==> config.mk <==
export PLATFORM = sky130hd
export DESIGN_NAME = autoencoder_sequencer
export DESIGN_NICKNAME = d
export VERILOG_FILES = /design/src/rtl/autoencoder_sequencer.sv
export SDC_FILE = /design/constraint.sdc
export NUM_CORES = 2
export LEC_CHECK = 0
export ABC_CLOCK_PERIOD_IN_PS = 8320
export BUFFER_PORTS_ARGS = -buffer_cell sky130_fd_sc_hd__buf_2
export CAP_MARGIN = 20
export CORE_ASPECT_RATIO = 0.9
export CORE_MARGIN = 5
export CORE_UTILIZATION = 65
export DETAILED_ROUTE_END_ITERATION = 10
export PLACE_DENSITY = 0.81
export SLEW_MARGIN = 0
export SYNTH_ARGS = -nofsm -noshare
export SYNTH_HDL_FRONTEND = slang
export SYNTH_SLANG_ARGS = --single-unit
==> constraint.sdc <==
create_clock -name clock -period 8.32 [get_ports clock]
set_input_delay 1.664 -clock clock [delete_from_list [all_inputs] [get_ports clock]]
set_output_delay 1.664 -clock clock [all_outputs]
set_load 0.005 [all_outputs]
==> src/rtl/autoencoder_sequencer.sv <==
// Instruction sequencer for the autoencoder datapath: owns the program memory,
// walks it FETCH/DECODE/EXEC, runs LOOP/HALT itself and handshakes with the host.
module autoencoder_sequencer #(
  parameter int PROG_DEPTH = 256,
  parameter int ADDR_W     = 8
) (
  input  logic              clock,
  input  logic              reset,
  input  logic              start,
  input  logic              abort,
  input  logic              prog_we,
  input  logic [ADDR_W-1:0] prog_addr,
  input  logic [15:0]       prog_data,
  output logic [15:0]       instruction,
  output logic              enable_sel_mem,
  output logic              instr_valid,
  output logic [ADDR_W-1:0] pc,
  output logic              busy,
  output logic              done,
  output logic              pc_overflow
);

  typedef enum logic [2:0] {
    IDLE,
    FETCH,
    DECODE,
    EXEC,
    DONE
  } state_t;

  localparam logic [3:0]        OP_LOOP = 4'hE;
  localparam logic [3:0]        OP_HALT = 4'hF;
  localparam logic [ADDR_W-1:0] PC_LAST = ADDR_W'(PROG_DEPTH - 1);

  state_t            state_q, state_d;
  logic [ADDR_W-1:0] pc_q, pc_d;
  logic [3:0]        loop_cnt_q, loop_cnt_d;
  logic [15:0]       instr_q, instr_d;
  logic              ovf_q, ovf_d;
  logic [15:0]       mem_q [PROG_DEPTH];

  logic [3:0]        opcode;
  logic [3:0]        loop_n;
  logic [3:0]        loop_dec;
  logic [ADDR_W-1:0] loop_target;
  logic [ADDR_W-1:0] pc_inc;
  logic              pc_wraps;

  assign opcode      = instr_q[15:12];
  assign loop_n      = instr_q[3:0];
  assign loop_target = ADDR_W'(instr_q[11:4]);
  assign loop_dec    = loop_cnt_q - 4'd1;
  assign pc_inc      = pc_q + ADDR_W'(1);
  assign pc_wraps    = (pc_q == PC_LAST);

  // Program memory is deliberately left out of reset so a loaded program survives it.
  always_ff @(posedge clock) begin
    if (prog_we && (state_q == IDLE)) begin
      mem_q[prog_addr] <= prog_data;
    end
  end

  always_ff @(posedge clock) begin
    if (reset) begin
      state_q    <= IDLE;
      pc_q       <= '0;
      loop_cnt_q <= '0;
      instr_q    <= '0;
      ovf_q      <= 1'b0;
    end else begin
      state_q    <= state_d;
      pc_q       <= pc_d;
      loop_cnt_q <= loop_cnt_d;
      instr_q    <= instr_d;
      ovf_q      <= ovf_d;
    end
  end

  always_comb begin
    state_d    = state_q;
    pc_d       = pc_q;
    loop_cnt_d = loop_cnt_q;
    instr_d    = instr_q;
    ovf_d      = ovf_q;
    case (state_q)
      IDLE: begin
        if (start) begin
          state_d    = FETCH;
          pc_d       = '0;
          loop_cnt_d = '0;
          ovf_d      = 1'b0;
        end
      end
      FETCH: begin
        instr_d = mem_q[pc_q];
        state_d = DECODE;
      end
      DECODE: begin
        if (opcode == OP_HALT) begin
          state_d = DONE;
        end else if (opcode == OP_LOOP) begin
          state_d = FETCH;
          // A running count is consumed first; a fresh LOOP only arms when N is non-zero.
          if (loop_cnt_q != 4'd0) begin
            loop_cnt_d = loop_dec;
            if (loop_dec != 4'd0) begin
              pc_d = loop_target;
            end else begin
              pc_d  = pc_inc;
              ovf_d = ovf_q | pc_wraps;
            end
          end else if (loop_n != 4'd0) begin
            loop_cnt_d = loop_n;
            pc_d       = loop_target;
          end else begin
            pc_d  = pc_inc;
            ovf_d = ovf_q | pc_wraps;
          end
        end else begin
          state_d = EXEC;
        end
      end
      EXEC: begin
        state_d = FETCH;
        pc_d    = pc_inc;
        ovf_d   = ovf_q | pc_wraps;
      end
      DONE: begin
        state_d = IDLE;
      end
      default: begin
        state_d = IDLE;
      end
    endcase
    // Abort freezes every register except the state, even a pending HALT.
    if (abort) begin
      state_d    = IDLE;
      pc_d       = pc_q;
      loop_cnt_d = loop_cnt_q;
      instr_d    = instr_q;
      ovf_d      = ovf_q;
    end
  end

  always_comb begin
    enable_sel_mem = 1'b0;
    instr_valid    = 1'b0;
    done           = 1'b0;
    busy           = (state_q != IDLE);
    case (state_q)
      DECODE:  enable_sel_mem = (opcode != OP_LOOP) && (opcode != OP_HALT);
      EXEC:    instr_valid = 1'b1;
      DONE:    done = 1'b1;
      default: ;
    endcase
  end

  assign instruction = instr_q;
  assign pc          = pc_q;
  assign pc_overflow = ovf_q;

endmodule
==> flow_summary.json <==
{
  "tritoncts": "done",
  "start_kind": "flop",
  "max_stage_delay_ns": 1.09,
  "drt_pass1_iterations": 8,
  "synth_top_area_share_pct": 77.6,
  "initial_core_util_pct": 65.1,
  "power_switching_mw": 8.11,
  "top_layer": "met5",
  "slowest_stage": "nor4_1",
  "place.gp.congestion": 0.897,
  "synth_seq_area_share_pct": 78.0,
  "syn_area_sq_mm": 0.158,
  "fmax_ghz": 0.184,
  "cts_root_buffer": "clkbuf_16",
  "synth.most_common_cell": "edfxtp_1",
  "antenna_found_initial": 35,
  "tns_ns": 0,
  "clockBufferDepth": 4,
  "grt_pass1_wl_um": 611000,
  "seqPwrFrac_pct": 55.9,
  "min_period_over_period_pct": 65.4,
  "critical_path.cell_chain": "buf_4, nand3_1, o22ai_1, nor4_2, buf_4, or4_1, nor4_1, a211o_1",
  "fillers": 12600,
  "clkSinkCount": 4128,
  "worstPathMaxFanout": 59,
  "drt-initial-drc-count": 15800,
  "cts_hold_buf": 0,
  "cellLeakagePower_nw": 53.1,
  "path_buf_inv": 2,
  "num_vias": 84400,
  "synth_edf_count": 4096,
  "layout.nets": 8002,
  "path_common_cell": "buf_4",
  "synthToLayoutAreaGrowth_pct": 11.2,
  "die_h_um": 478,
  "finalSetupViolCount": 0,
  "post_drt_wl_per_cell_um": 37.2,
  "arrival_ns": 6.27,
  "power.internal_mw": 32.8,
  "finalHoldViolCount": 0,
  "cts-buffers-inserted": 388,
  "hpwl_um": 234000,
  "outcome": "completed",
  "maxCapViolCount": 0,
  "ir_drop_mv": 0.221,
  "syn_nets": 7601,
  "stdcell_count": 11500,
  "ant_nets": 0,
  "wl_um": 428000,
  "clkPwrFrac_pct": 42.6,
  "grt_start_max_net_pins": 151,
  "cts.clk_slew.worst_paths_ns": 0.06,
  "ys_async_sr_fraction_pct": 0,
  "fp.coreArea_sq_mm": 0.243,
  "synth_area_leaders": "edfxtp_1, mux4_2, mux2i_1, o22ai_1, nor2_1",
  "grt_use_total_pct": 33.9,
  "synthDistinctLibCells": 57,
  "met3WireLength_um": 62800,
  "combPwrFrac_pct": 1.5,
  "fin_ws_ns": 2.88,
  "cts_resized": 0,
  "viasPerCell": 7.34,
  "powerDensity_mw_per_mm2": 232,
  "worstMarginPinSlew_ns": 1.43,
  "timing.final.crit_period_ns": 5.44,
  "num_rows": 172,
  "drc": 0,
  "yosysTopAreaCell": "edfxtp_1",
  "dieArea_sq_mm": 0.254,
  "place_worst_setup_slack_ns": 3.25,
  "overflow": 0,
  "portBuffers": 57,
  "p_sw_share_pct": 19.8,
  "dp_cells": 10800,
  "grt_pass1_vias": 83500,
  "cts_setup_buffers": 0,
  "wl_met1_um": 138000,
  "worstHoldPathType": "reg -> reg",
  "crit_required_ns": 9.15,
  "crit_family": "simple AND/OR/NAND/NOR gates",
  "syn-instance-count": 7569,
  "avgSynthCellArea_sq_um": 20.9,
  "ys.flop_type": "edfxtp_1",
  "h-tree-depth": 5,
  "ys_warn_count": 0,
  "end_kind": "flop",
  "grt_setup_unrepaired": "false",
  "routed-wl-met2_um": 197000,
  "clk_latency_ns": 0.92,
  "ys_ff_latch": 4128,
  "maxSlewHeadroom_pct": 4.70,
  "slew_viol_final": 0,
  "die_w_um": 530,
  "netlist_top_cells_count": "edfxtp_1, mux4_2, mux2i_1, nor2_1, o22ai_1",
  "finClkSkew_ns": 0.0525,
  "crit_type": "reg -> reg",
  "drive_gt1_share_pct": 21.7,
  "ios": 58
}
==> final timing paths <==
| path | end | depth (start not counted) | slack, ns | from |
|---|---|---|---|---|
| hold reg to reg | instruction[8]$_SDFFE_PP0P_ | 1 | 0.50 | instruction[8]$_SDFFE_PP0P_ |
| setup / recovery | instruction[2]$_SDFFE_PP0P_ | 8 | 2.88 | pc[4]$_SDFFE_PP0P_ |
| hold / removal | instruction[8]$_SDFFE_PP0P_ | 1 | 0.50 | instruction[8]$_SDFFE_PP0P_ |
| setup reg to reg | instruction[2]$_SDFFE_PP0P_ | 8 | 2.88 | pc[4]$_SDFFE_PP0P_ |
==> state kept, by name (all words and copies together), names as in the netlist <==
name,cells
mem_q,4096
instruction,16
pc,8
loop_cnt_q,4
state_q,3
pc_overflow,1
==> metal layers <==
metal / up-vias / track usage (%)
met5: - / 0.0190
met4: 16 / 19.1
met3: 1466 / 9.01
met2: 8051 / 50.6
met1: 42400 / 46.2
li1: 32500 / -
==> logic make-up after synthesis <==
group | synth area share, %
DFF | 78.0
muxes | 14.7
AOI/OAI and AO/OA | 3.60
and+or+nand+nor | 2.11
buffers and inverters | 1.53
xor gates and xnor gates | 0.0332
adders and majority gates | 0.0237
==> cell usage in the layout, fill, tap and decap left out, drive strengths merged, types with 121 or more instances in the layout <==
| cell | instances |
|---|---|
| buf | 450 |
| clkbuf | 473 |
| o22ai | 250 |
| mux2i | 584 |
| o21ai | 121 |
| nor2 | 336 |
| o221ai | 127 |
| edfxtp | 4096 |
| nand2 | 217 |
| mux4 | 770 |
| clkinv | 164 |
==> power groups by stage <==
stage / clock network, mW / logic (mW) / registers [mW]
final: 17.4 / 0.627 / 22.9
after floorplan: 0 / 0.134 / 23.3
after detailed placement: 0 / 0.602 / 23.3
after global routing: 18.4 / 0.640 / 22.9
after global placement: 0 / 0.567 / 23.3
after CTS: 17.5 / 0.608 / 22.9
==> through the flow <==
| step | hold WS [ns] | power, mW | area, sq um | utilization [%] |
|---|---|---|---|---|
| final | 0.503 | 41.0 | 176000 | 72.4 |
| after global routing | 0.534 | 42.0 | 176000 | 72.4 |
| after CTS | 0.493 | 41.0 | 176000 | 72.3 |
| after detailed placement | 0.480 | 23.9 | 164000 | 67.3 |
| after global placement | 0.478 | 23.9 | 164000 | 67.3 |
| after floorplan | 0.476 | 23.5 | 158000 | - |
==> final cells by class <==
| cell class | count | area (sq um) | area share (%) |
|---|---|---|---|
| timing repair buffer | 455 | 3620 | 2.05 |
| sequential | 4128 | 124000 | 70.2 |
| clock inverter | 217 | 2080 | 1.18 |
| antenna | 19 | 47.5 | 0.0270 |
| tap | 3219 | 4030 | 2.29 |
| inverter | 10 | 42.5 | 0.0241 |
| clock buffer | 471 | 10200 | 5.77 |
| multi-input combinational | 2987 | 32500 | 18.5 |
(Power assumes the default switching activity.)
